--- config.mk ---
export PLATFORM = sky130hd
export DESIGN_NAME = dcache_miss_ctrl_flat
export DESIGN_NICKNAME = d
export VERILOG_FILES = /design/src/rtl/mips_mem_pkg.sv /design/src/rtl/dcache_miss_ctrl_if.sv /design/src/rtl/sat_counter.sv /design/src/rtl/dcache_miss_ctrl.sv /design/src/flat_wrapper.sv
export SDC_FILE = /design/constraint.sdc
export NUM_CORES = 1
export LEC_CHECK = 0
export BUFFER_PORTS_ARGS = -buffer_cell sky130_fd_sc_hd__buf_2
export CELL_PAD_IN_SITES_DETAIL_PLACEMENT = 0
export CELL_PAD_IN_SITES_GLOBAL_PLACEMENT = 2
export CORE_MARGIN = 2
export CORE_UTILIZATION = 30
export DETAILED_ROUTE_END_ITERATION = 7
export MAX_ROUTING_LAYER = met4
export PLACE_DENSITY_LB_ADDON = 0.1
export SLEW_MARGIN = 15
export SYNTH_ARGS = -nofsm -noshare
export SYNTH_HDL_FRONTEND = slang
export SYNTH_HIERARCHICAL = 1
export SYNTH_SLANG_ARGS = --single-unit
--- constraint.sdc ---
create_clock -name clk -period 5 [get_ports clk]
set_input_delay 0.5 -clock clk [delete_from_list [all_inputs] [get_ports clk]]
set_output_delay 0.5 -clock clk [all_outputs]
set_load 0.05 [all_outputs]
--- src/rtl/mips_mem_pkg.sv ---
// mips_mem_pkg: shared state type, line geometry and line-base helper for the MEM-stage cache logic
package mips_mem_pkg;
    typedef enum logic [1:0] {IDLE, WB, REFILL, DONE} miss_state_t;
    localparam int DEF_WORDS_PER_LINE = 4;
    localparam int LINE_OFF_W = $clog2(DEF_WORDS_PER_LINE) + 2;
    function automatic logic [63:0] line_base(input logic [63:0] a, input int unsigned off_w);
        return a & ~((64'd1 << off_w) - 64'd1);
    endfunction
endpackage

--- src/rtl/dcache_miss_ctrl_if.sv ---
// dcache_miss_ctrl_if: single-beat-per-word request/ack memory bus used for write-back and refill
interface dcache_miss_ctrl_if #(parameter int ADDR_W = 32);
    logic              bus_req;
    logic              bus_we;
    logic [ADDR_W-1:0] bus_addr;
    logic              bus_ack;
    modport master (output bus_req, bus_we, bus_addr, input bus_ack);
    modport slave (input bus_req, bus_we, bus_addr, output bus_ack);
endinterface

--- src/rtl/sat_counter.sv ---
// sat_counter: 16-bit saturating event counter with asynchronous active-low clear
module sat_counter (
    input  logic        clk,
    input  logic        rst_n,
    input  logic        inc,
    output logic [15:0] cnt
);
    always_ff @(posedge clk or negedge rst_n)
        if (!rst_n) cnt <= '0;
        else if (inc && cnt != 16'hFFFF) cnt <= cnt + 16'd1;
endmodule

--- src/rtl/dcache_miss_ctrl.sv ---
// dcache_miss_ctrl: stalls the pipeline on a D-cache miss, writes back a dirty victim, refills the line
module dcache_miss_ctrl
    import mips_mem_pkg::*;
#(
    parameter int WORDS_PER_LINE = DEF_WORDS_PER_LINE,
    parameter int ADDR_W = 32
) (
    input  logic                              clk,
    input  logic                              rst_n,
    input  logic                              mem_access,
    input  logic                              cache_hit,
    input  logic                              line_dirty,
    input  logic [ADDR_W-1:0]                 miss_addr,
    input  logic [ADDR_W-1:0]                 victim_addr,
    output logic                              hit,
    output logic                              refill_we,
    output logic                              tag_we,
    output logic [$clog2(WORDS_PER_LINE)-1:0] word_idx,
    output logic [15:0]                       miss_cnt,
    dcache_miss_ctrl_if.master                bus
);
    localparam int BW = $clog2(WORDS_PER_LINE);
    localparam int OFF_W = BW + 2;
    miss_state_t state;
    logic [BW-1:0] beat;
    logic [ADDR_W-1:0] miss_base, victim_base;
    logic miss;
    assign miss = state == IDLE && mem_access && !cache_hit;
    // hit and refill_we are combinational; the rst_n term keeps them low throughout reset
    assign hit = rst_n && state == IDLE && !(mem_access && !cache_hit);
    assign refill_we = rst_n && state == REFILL && bus.bus_ack;
    assign word_idx = beat;
    assign bus.bus_addr = (state == WB ? victim_base : miss_base) + ADDR_W'({beat, 2'b00});
    always_ff @(posedge clk or negedge rst_n) begin
        if (!rst_n) begin
            state       <= IDLE;
            beat        <= '0;
            miss_base   <= '0;
            victim_base <= '0;
            bus.bus_req <= 1'b0;
            bus.bus_we  <= 1'b0;
            tag_we      <= 1'b0;
        end else begin
            tag_we <= 1'b0;
            case (state)
                IDLE: if (miss) begin
                    miss_base   <= ADDR_W'(line_base(64'(miss_addr), OFF_W));
                    victim_base <= ADDR_W'(line_base(64'(victim_addr), OFF_W));
                    beat        <= '0;
                    state       <= line_dirty ? WB : REFILL;
                    bus.bus_req <= 1'b1;
                    bus.bus_we  <= line_dirty;
                end
                WB: if (bus.bus_ack) begin
                    beat <= beat + BW'(1);
                    if (&beat) begin
                        state      <= REFILL;
                        bus.bus_we <= 1'b0;
                    end
                end
                REFILL: if (bus.bus_ack) begin
                    beat <= beat + BW'(1);
                    if (&beat) begin
                        state       <= DONE;
                        bus.bus_req <= 1'b0;
                        tag_we      <= 1'b1;
                    end
                end
                DONE: state <= IDLE;
                default: state <= IDLE;
            endcase
        end
    end
    sat_counter u_cnt (.clk(clk), .rst_n(rst_n), .inc(miss), .cnt(miss_cnt));
endmodule

--- src/flat_wrapper.sv ---
// flat-port wrapper written by rule: the top's interface ports become plain ports
module dcache_miss_ctrl_flat import mips_mem_pkg::*;
#(
    parameter int WORDS_PER_LINE = DEF_WORDS_PER_LINE,
    parameter int ADDR_W = 32
)
  (clk, rst_n, mem_access, cache_hit, line_dirty, miss_addr, victim_addr, hit, refill_we, tag_we, word_idx, miss_cnt, bus_bus_req, bus_bus_we, bus_bus_addr, bus_bus_ack);
  dcache_miss_ctrl_if #(.ADDR_W(ADDR_W)) bus_i ();
  input  logic clk;
  input  logic rst_n;
  input  logic mem_access;
  input  logic cache_hit;
  input  logic line_dirty;
  input  logic [ADDR_W-1:0] miss_addr;
  input  logic [ADDR_W-1:0] victim_addr;
  output logic hit;
  output logic refill_we;
  output logic tag_we;
  output logic [$clog2(WORDS_PER_LINE)-1:0] word_idx;
  output logic [15:0] miss_cnt;
  output wire logic [$bits(bus_i.bus_req)-1:0] bus_bus_req;
  output wire logic [$bits(bus_i.bus_we)-1:0] bus_bus_we;
  output wire logic [$bits(bus_i.bus_addr)-1:0] bus_bus_addr;
  input wire logic [$bits(bus_i.bus_ack)-1:0] bus_bus_ack;
  assign bus_bus_req = bus_i.bus_req;
  assign bus_bus_we = bus_i.bus_we;
  assign bus_bus_addr = bus_i.bus_addr;
  assign bus_i.bus_ack = bus_bus_ack;
  dcache_miss_ctrl #(.WORDS_PER_LINE(WORDS_PER_LINE), .ADDR_W(ADDR_W)) u_core (.clk(clk), .rst_n(rst_n), .mem_access(mem_access), .cache_hit(cache_hit), .line_dirty(line_dirty), .miss_addr(miss_addr), .victim_addr(victim_addr), .hit(hit), .refill_we(refill_we), .tag_we(tag_we), .word_idx(word_idx), .miss_cnt(miss_cnt), .bus(bus_i));
endmodule
### Word-level counts from Yosys, hierarchy flattened

Index checks and enable logic that the tools add are counted.

| operators by class | value |
|---|---|
| add/subtract/negate cells | 3 |
| equality and inequality tests | 10 |
| multiplexer cells | 20 |
| reduce and logical (&&, ||, !) cells | 21 |

Operator list:

| cell | number |
|---|---|
| $add 32x4->32 | 1 |
| $mux 32 | 1 |
| $add 16x1->16 const B | 1 |
| $mux 2 | 8 |
| $ne 16x16->1 const B | 1 |
| $ne 2x2->1 const B | 5 |
| $logic_and 1x1->1 | 8 |
| $pmux 2 s4 | 1 |
| $reduce_and 4->1 | 2 |
| $mux 1 | 7 |
| $reduce_bool 2->1 | 3 |
| $reduce_and 5->1 | 1 |
| $eq 2x2->1 const B | 2 |
| $pmux 1 s2 | 2 |
| $pmux 2 s2 | 1 |
| $reduce_and 2->1 | 2 |
| $reduce_and 3->1 | 1 |
| $add 2x1->2 const B | 1 |
| $eq 2x1->1 const B | 1 |
| $logic_not 1->1 | 2 |
| $logic_not 2->1 | 1 |
| $ne 2x1->1 const B | 1 |
| $reduce_or 2->1 | 1 |

| storage, ports and cells | value |
|---|---|
| register bits | 79 |
| input port bits | 70 |
| output and inout port bits | 55 |
| word-level logic and storage cells | 62 |

### Longest topological paths before layout

Gate-level depths: netlist of the first run.

| depth | value |
|---|---|
| word-level depth | 5 |
| depth in mapped cells | 10 |
| depth with buffers taken out | 7 |

### By module

Netlist of the first run, hierarchy kept.

By module, submodules not included:

| module | times used | cells an instance | area each (µm²) | sequential area each (µm²) |
|---|---|---|---|---|
| dcache_miss_ctrl | 1 | 201 | 2955.3 | 1576.5 |
| sat_counter | 1 | 72 | 859.6 | 400.4 |

### Worst setup path before layout of the first run

OpenSTA, ideal clock, no wires.

| timing | value |
|---|---|
| kind | register -> register |
| from | register u_core.state[0] |
| to | register u_core.u_cnt.cnt[5] |
| library setup time | 119 ps |
| data arrival time | 1953 ps |
| data required time | 4881 ps |
| setup slack | 2928 ps |
| cell stages (with the launch flop) | 11 |
| buffers on the path | 3 |
| period minus slack after synthesis | 2072 ps |
| path through | dfrtp_1 -> inv_1 -> ha_1 -> buf_6 -> and3b_1 -> buf_6 -> buf_2 -> and3_1 -> and4_2 -> o211ai_1 -> o21a_1 |

| between the ends | value |
|---|---|
| cells in the longest elaborated chain, start to end | 4 |

RTL lines:

| item | RTL line | source |
|---|---|---|
| from (decl) | dcache_miss_ctrl.sv:24 | `miss_state_t state;` |
| from (signal assigned) | dcache_miss_ctrl.sv:50 | `state <= line_dirty ? WB : REFILL;` |
| $logic_not 2->1 | dcache_miss_ctrl.sv:28 | `assign miss = state == IDLE && mem_access && !cache_hit;` |
| $logic_and 1x1->1 (2 in series) | dcache_miss_ctrl.sv:28 |  |
| net u_core.miss | dcache_miss_ctrl.sv:27 | `logic miss;` |
| $logic_and 1x1->1 | sat_counter.sv:10 | `else if (inc && cnt != 16'hFFFF) cnt <= cnt + 16'd1;` |
| to (signal assigned) | sat_counter.sv:10 |  |
| to (decl) | sat_counter.sv:6 | `output logic [15:0] cnt` |

The timed path passes the listed nets, and every way through them passes these cells.
A chain may end at the register's enable or synchronous reset.

### Worst setup path after layout of the first run

| timing | value |
|---|---|
| from | register u_core.state[1] |
| to | output port bus_bus_addr[17] |

| between the ends | value |
|---|---|
| cells in the longest elaborated chain, start to end | 3 |

RTL lines:

| item | RTL line | source |
|---|---|---|
| $eq 2x1->1 | dcache_miss_ctrl.sv:33 | `assign bus.bus_addr = (state == WB ? victim_base : miss_base) + ADDR_W'({beat, 2'b00});` |
| $mux 32 | dcache_miss_ctrl.sv:33 |  |
| $add 32x4->32 | dcache_miss_ctrl.sv:33 |  |
| to (decl) | flat_wrapper.sv:23 | `output wire logic [$bits(bus_i.bus_addr)-1:0] bus_bus_addr;` |

Every way passes these cells.

==> results of run 1 <==
==> through the flow <==
stage | hold WS [ns] | util [%]
after global placement | 0.423 | 36.1
after CTS | 0.0487 | 38.9
after global routing | 0.0574 | 38.9
final | 0.0467 | 38.9
after detailed placement | 0.419 | 36.1
after floorplan | 0.204 | -
==> cell usage in the layout (no fill, tap or decap), drive strengths merged, types with 3 or more instances in the layout <==
| cell | n |
|---|---|
| mux2 | 87 |
| nand3 | 7 |
| xnor2 | 5 |
| ha | 6 |
| a21oi | 5 |
| nor2 | 4 |
| nand4 | 11 |
| a31oi | 4 |
| mux2i | 3 |
| inv | 4 |
| o21a | 5 |
| dfrtp | 79 |
| and4 | 3 |
| nand2 | 7 |
| and3 | 5 |
| bufinv | 3 |
| buf | 117 |
| clkbuf | 10 |
==> where the power goes <==
group	internal, µW	switching, µW	total (µW)
sequential	909	146	1060
clock	500	265	764
combinational	632	1120	1750
==> logic make-up after synthesis <==
logic type	count (synthesis)	synth area share, %
compound gates	25	4.89
xor+xnor	7	1.61
fa+ha+maj	6	1.97
buf+inv	20	3.38
flops	79	51.8
mux	90	27.5
other cells	1	0.0983
simple gates	45	8.79
==> cell usage after synthesis (4+ instances only) <==
master / number
dfrtp_1: 79
a21oi_1: 5
nand2_1: 7
buf_4: 4
buf_2: 4
nand3_1: 6
inv_1: 4
o21a_1: 5
and3_1: 5
mux2_4: 10
nand4_1: 9
mux2_2: 76
ha_1: 6
a31oi_1: 4
xnor2_1: 5
==> critical path: cells and delay by family (launching register included) <==
kind	cells	cell delay, ns
buf+inv	3	0.75
mux	1	0.37
flops	1	0.39
fa+ha+maj	1	0.52
==> registers in the layout (all words and copies together) (netlist names) <==
name	cells
u_core/bus.bus_req	1
u_core/bus.bus_we	1
u_core/miss_base	28
u_core/state	2
u_core/tag_we	1
u_core/u_cnt/cnt	16
u_core/victim_base	28
u_core/word_idx	2
==> layer usage <==
metal  global-route usage [%]  vias to the layer above
met5                        -                        -
met4                     6.59                        0
met3                     3.22                       10
met2                     21.0                       62
met1                     17.5                     1296
li1                         -                     1229
==> cell type report <==
| type | count | area share [%] |
|---|---|---|
| inverters | 4 | 0.309 |
| multi-input cells | 175 | 35.2 |
| flip-flops and latches | 79 | 40.6 |
| well taps | 172 | 4.43 |
| clock inverters | 6 | 2.21 |
| repair buffers | 117 | 12.2 |
| clock buffers | 10 | 4.91 |
==> final timing paths <==
kind | startpoint | to | slack (ns) | cells after the start
worst max-delay path | u_core/state[1] | bus_bus_addr[17] | 2.11 | 5
worst min-delay path | rst_n | u_core/tag_we | 0.05 | 1
worst max register to register | u_core/state[0] | u_core/victim_base[31] | 2.38 | 5
worst min register to register | u_core/victim_base[4] | u_core/victim_base[4] | 0.50 | 1
max in group asynchronous | rst_n | u_core/miss_base[4] | 3.86 | 2
min in group clk | miss_addr[19] | u_core/miss_base[19] | 0.39 | 2
==> summary.md, run 1 <==
| Metric | Value |
|---|---|
| Via density per instance | `around 4.6` |
| Post-DR wirelength/cell | `about 15 µm` |
| Tot GR Track Use | `between 10% and 20%` |
| Initial Util | `30.5%` |
| Die height | `around 120 µm` |
| Post-route setup TNS | `0 ns` |
| Highest Clock Rate | `between 300 and 400 MHz` |
| Worst skew pair latency | `roughly 0.34 ns` |
| Row cnt | `41` |
| Final WS setup | `2.11 ns` |
| Hold-fix buffers at CTS | `0` |
| NumNets Final | `462` |
| Non-Filler Instances | `around 560` |
| HP Class | `in -> async` |
| Req. time, crit path | `between 4 and 5 ns` |
| Gpl congestion | `between 0.6 and 0.7` |
| Cts repair resizes | `0` |
| Fin crit period | `between 2 and 3 ns` |
| Rel. slew slack | `a little under half` |
| Placed cell areas | `between 0.004 and 0.005 mm²` |
| Die area | `~0.014 mm²` |
| I/O pins | `125` |
| Die W | `approximately 120 µm` |
| Setup Fix Bufs, Post-CTS | `0` |
| Synth top area cells | `dfrtp_1, mux2_2, mux2_4, ha_1, nand4_1` |
| CTS root buffer | `clkbuf_16` |
| I/O Buffers | `about 110` |
| Met3 Wirelength | `roughly 400 µm` |
| Worst-Margin Slew | `~0.80 ns` |
| Ys async rst share | `100%` |
| Synth area leader | `dfrtp_1` |
| CTS sink count | `79` |
| Peak supply drop | `~0.25 mV` |
| Mapped Avg Cell Area | `between 10 and 15 µm²` |
| CP Class | `reg -> out` |
| First drt pass iteration count | `4` |
| Synth Flop Type | `dfrtp_1` |
| Global-route wire length before repair | `13600 µm` |
| Diodes inserted | `0` |
| CP max stage cell | `ha_1` |
| Register bit count reported by yosys | `79` |
| Overall power | `3570 µW` |
| Final WL | `between 8000 and 9000 µm` |
| Tcrit/Tclk final | `slightly below 60%` |
| CTS Buf Count | `9` |
| Synth unique cells | `46` |
| CP startpoint kind | `register` |
| Share of layout cells above drive strength 1 | `between 50 and 60%` |
| Clock slew at reported path FFs | `about 0.060 ns` |
| Max Root-Sink Buffers | `2` |
| Status | `finished clean` |
| Starting DRT DRC Count | `between 90 and 100` |
| Max cap viols | `0` |
| Register area | `roughly 0.0020 mm²` |
| Max layer used | `met4` |
| Metal1 wirelength | `about 4000 µm` |
| Final Cell Area | `0.00486 mm²` |
| Pin count of the biggest net entering global routing | `62` |
| Dpl hpwl | `about 6000 µm` |
| Place WS | `2.36 ns` |
| Vias in the first global route | `2572` |
| DR vias | `about 2600` |
| Dpl cells | `roughly 550` |
| Crit-path cells | `inv_1 > ha_1 > buf_4 > mux2_2 > buf_2` |
| Yosys warning count | `6` |
| Area grow syn2layout | `27.5%` |
| Pleak | `approximately 0.0023 µW` |
| RSZ-0062 raised after global routing | `no` |
| Crit-path max FO | `20` |
| Antenna viol nets, final | `0` |
| TritonCTS clock tree | `done` |
| H-Tree Depth | `3` |
| Synthesized cell area | `~0.0038 mm²` |
| Fillers | `~1300` |
| # setup viols final | `0` |
| Crit. End Element | `primary output` |
| CP arrival | `around 2.4 ns` |
| CP max stage delay | `between 0.5 and 0.6 ns` |
| DRC | `0` |
| Mapped Cells | `about 270` |
| Total global routing overflow | `0` |
| PD cells | `about 730 mW/mm²` |
| Initial antenna violation count | `0` |
| Core Footprint | `approximately 0.013 mm²` |
| Post-synthesis sequential area ratio | `between 50% and 60%` |
| Final Skew | `~0.0046 ns` |
| Top cell type's share of synthesized area | `about half` |
| Post-synth EDFFs | `0` |
| Final count of hold timing violations | `0` |
| Detail Route met2 WL | `between 4000 and 5000 µm` |
| Area of the multi-input gates | `0.00171 mm²` |
| Final Max Slew Viols | `0` |
Power figures use the tool's default switching activity.
==> run 2: changes to the inputs <==
Clock period 5 ns to 2.85 ns, I/O delays scaled along.
==> summary.md, run 2 (synthesis gave the netlist of run 1 again) <==
| Metric | Value |
|---|---|
| Status | `finished clean` |
| Peak supply drop | `0.433 mV (+71%)` |
| # setup viols final | `0 (unchanged)` |
| Antenna viol nets, final | `0 (unchanged)` |
| CP Class | `reg -> reg` |
| Gpl congestion | `0.710 (+3.2%)` |
| HP Class | `in -> reg` |
| Max Root-Sink Buffers | `2 (unchanged)` |
| Final Max Slew Viols | `0 (unchanged)` |
| Most frequent cells in the layout | `buf_2, dfrtp_1, mux2_2` |
| Req. time, crit path | `3.07 ns (-1.43 ns)` |
| Clock slew at reported path FFs | `0.06 ns (about the same)` |
| I/O pins | `125 (unchanged)` |
| CTS Buf Count | `9 (unchanged)` |
| Row cnt | `41 (unchanged)` |
| Rel. slew slack | `41.5% (-5.4 points)` |
| Starting DRT DRC Count | `121 (+27%)` |
| DRC | `0 (unchanged)` |
| Pleak | `0.00232 µW (+0.32%)` |
| Worst-Margin Slew | `0.878 ns (+0.0817 ns)` |
| Final WS setup | `0.542 ns (-1.57 ns)` |
| Leading cell type in the layout, fill and taps excluded | `buf_2` |
| Core Footprint | `0.0125 mm² (unchanged)` |
| Crit-path cells | `inv_1 > ha_1 > and3b_2 > buf_4 > mux2_2` |
| First drt pass iteration count | `4 (unchanged)` |
| Share of layout cells above drive strength 1 | `58.7% (-0.089 points)` |
| Area of the multi-input gates | `0.00171 mm² (unchanged)` |
| Fin crit period | `2.31 ns` |
| Register-to-register setup slack | `0.54 ns (-1.84 ns)` |
| Worst skew pair latency | `0.34 ns (about the same)` |
| Placed cell areas | `0.00454 mm² (+0.50%)` |
| CP max stage delay | `0.48 ns (-0.04 ns)` |
| Area grow syn2layout | `27.7%` |
| Place WS | `0.536 ns (-1.82 ns)` |
| Via density per instance | `4.53 (-1.7%)` |
| Crit. End Element | `register` |
| Top flop regs | `u_core/miss_base: 28 flops, u_core/victim_base: 28 flops, u_core/u_cnt/cnt: 16 flops` |
| CTS sink count | `79 (unchanged)` |
| H-Tree Depth | `3 (unchanged)` |
| Die area | `0.0136 mm² (unchanged)` |
| CP max stage cell | `buf_4` |
| Die W | `117 µm (unchanged)` |
| Fillers | `1272 (-1.2%)` |
| PD cells | `1280 mW/mm² (+74%)` |
| Tot GR Track Use | `14.2% (+0.30 points)` |
| Post-DR wirelength/cell | `15.4 µm (about the same)` |
| Setup Fix Bufs, Post-CTS | `0 (unchanged)` |
| Crit-path max FO | `34 (+70%)` |
| CTS root buffer | `clkbuf_16` |
| Die height | `117 µm (unchanged)` |
| Dpl hpwl | `6040 µm (+1.1%)` |
| NumNets Final | `466 (+0.87%)` |
| CP delay by family, top | `buffers and inverters` |
| Pin count of the biggest net entering global routing | `67 (+8.1%)` |
| Register area | `0.00198 mm² (unchanged)` |
| Overall power | `6210 µW (+74%)` |
| Post-route setup TNS | `0 ns (unchanged)` |
| Highest Clock Rate | `about 430 MHz` |
| Final WL | `8750 µm (+0.62%)` |
| Initial Util | `30.5% (unchanged)` |
| Global-route wire length before repair | `14100 µm (+3.2%)` |
| Diodes inserted | `0 (unchanged)` |
| Buffers & Inverters on Critical Path | `2 (-1)` |
| Final Skew | `0.00519 ns (+0.000575 ns)` |
| RSZ-0062 raised after global routing | `no` |
| CP startpoint kind | `register` |
| TritonCTS clock tree | `done` |
| I/O Buffers | `114 (unchanged)` |
| DR vias | `2570 (-1.0%)` |
| Final Cell Area | `0.00487 mm² (+0.21%)` |
| Final count of hold timing violations | `0 (unchanged)` |
| Tcrit/Tclk final | `about four fifths` |
| Initial antenna violation count | `0 (unchanged)` |
| Vias in the first global route | `2658 (+3.3%)` |
| Max cap viols | `0 (unchanged)` |
| Cts repair resizes | `0 (unchanged)` |
| CP arrival | `2.53 ns (+0.14 ns)` |
| Total global routing overflow | `0 (unchanged)` |
run 2: changes by cell type in the layout (fill, tap and decap cells not counted):
cell	previous run	this run
buf_4	4	7
bufinv_16	3	2
clkbuf_1	0	1
clkinv_2	2	1
clkinv_4	0	1
dlygate4sd3_1	0	1
run 2: report_power, final:
part	switching (µW)	internal (µW)	total, µW
Sequential	264	1590	1860
Combinational	1970	1120	3090
Clock	477	792	1270
run 2: worst paths after layout:
| path | start | to | depth (start not counted) |
|---|---|---|---|
| max reg2reg | u_core/state[0] | u_core/miss_base[23] | 5 |
| max in group asynchronous | rst_n | u_core/bus.bus_req | 3 |
| max | u_core/state[0] | u_core/miss_base[23] | 5 |
| min | victim_addr[29] | u_core/victim_base[29] | 2 |
| min reg2reg | u_core/miss_base[27] | u_core/miss_base[27] | 1 |
| min in group asynchronous | rst_n | u_core/tag_we | 2 |
run 2: per-stage QoR:
| stage | utilization [%] | std cells | hold WS, ns |
|---|---|---|---|
| after global placement | 36.3 | 550 | 0.172 |
| after floorplan | - | 274 | -0.0106 |
| after CTS | 38.9 | 567 | 0.156 |
| after detailed placement | 36.3 | 550 | 0.177 |
| after global routing | 38.9 | 567 | 0.164 |
| final | 38.9 | 567 | 0.172 |
run 2: layout make-up:
class	instances	share of cell area (%)
Sequential cell	79	40.6
Multi-Input combinational cell	175	35.2
Timing Repair Buffer	121	12.9
Clock buffer	11	4.98
Tap cell	172	4.42
Clock inverter	5	1.67
Inverter	4	0.308
run 2: metal layers:
| layer | global-route usage (%) | up-vias | share of wire, % |
|---|---|---|---|
| met5 | - | - | 0 |
| met4 | 6.82 | 0 | 2.0 |
| met3 | 3.32 | 10 | 5.4 |
| met2 | 21.5 | 66 | 46 |
| met1 | 17.8 | 1257 | 46 |
| li1 | - | 1237 | - |
run 2: what timing repair did:
action / CTS / global route
hold endpoints to repair: 13 / 0
hold buffers: 1 / 0
endpoints found under the setup margin: 0 / 0
run 2: worst register-to-register path: cells and delay by family (launching register included):
kind                       cells  cell delay, ns
DFF                            1            0.38
adders and majority gates      1            0.38
and+or+nand+nor                1            0.38
buffers and inverters          2            0.61
muxes                          1            0.42
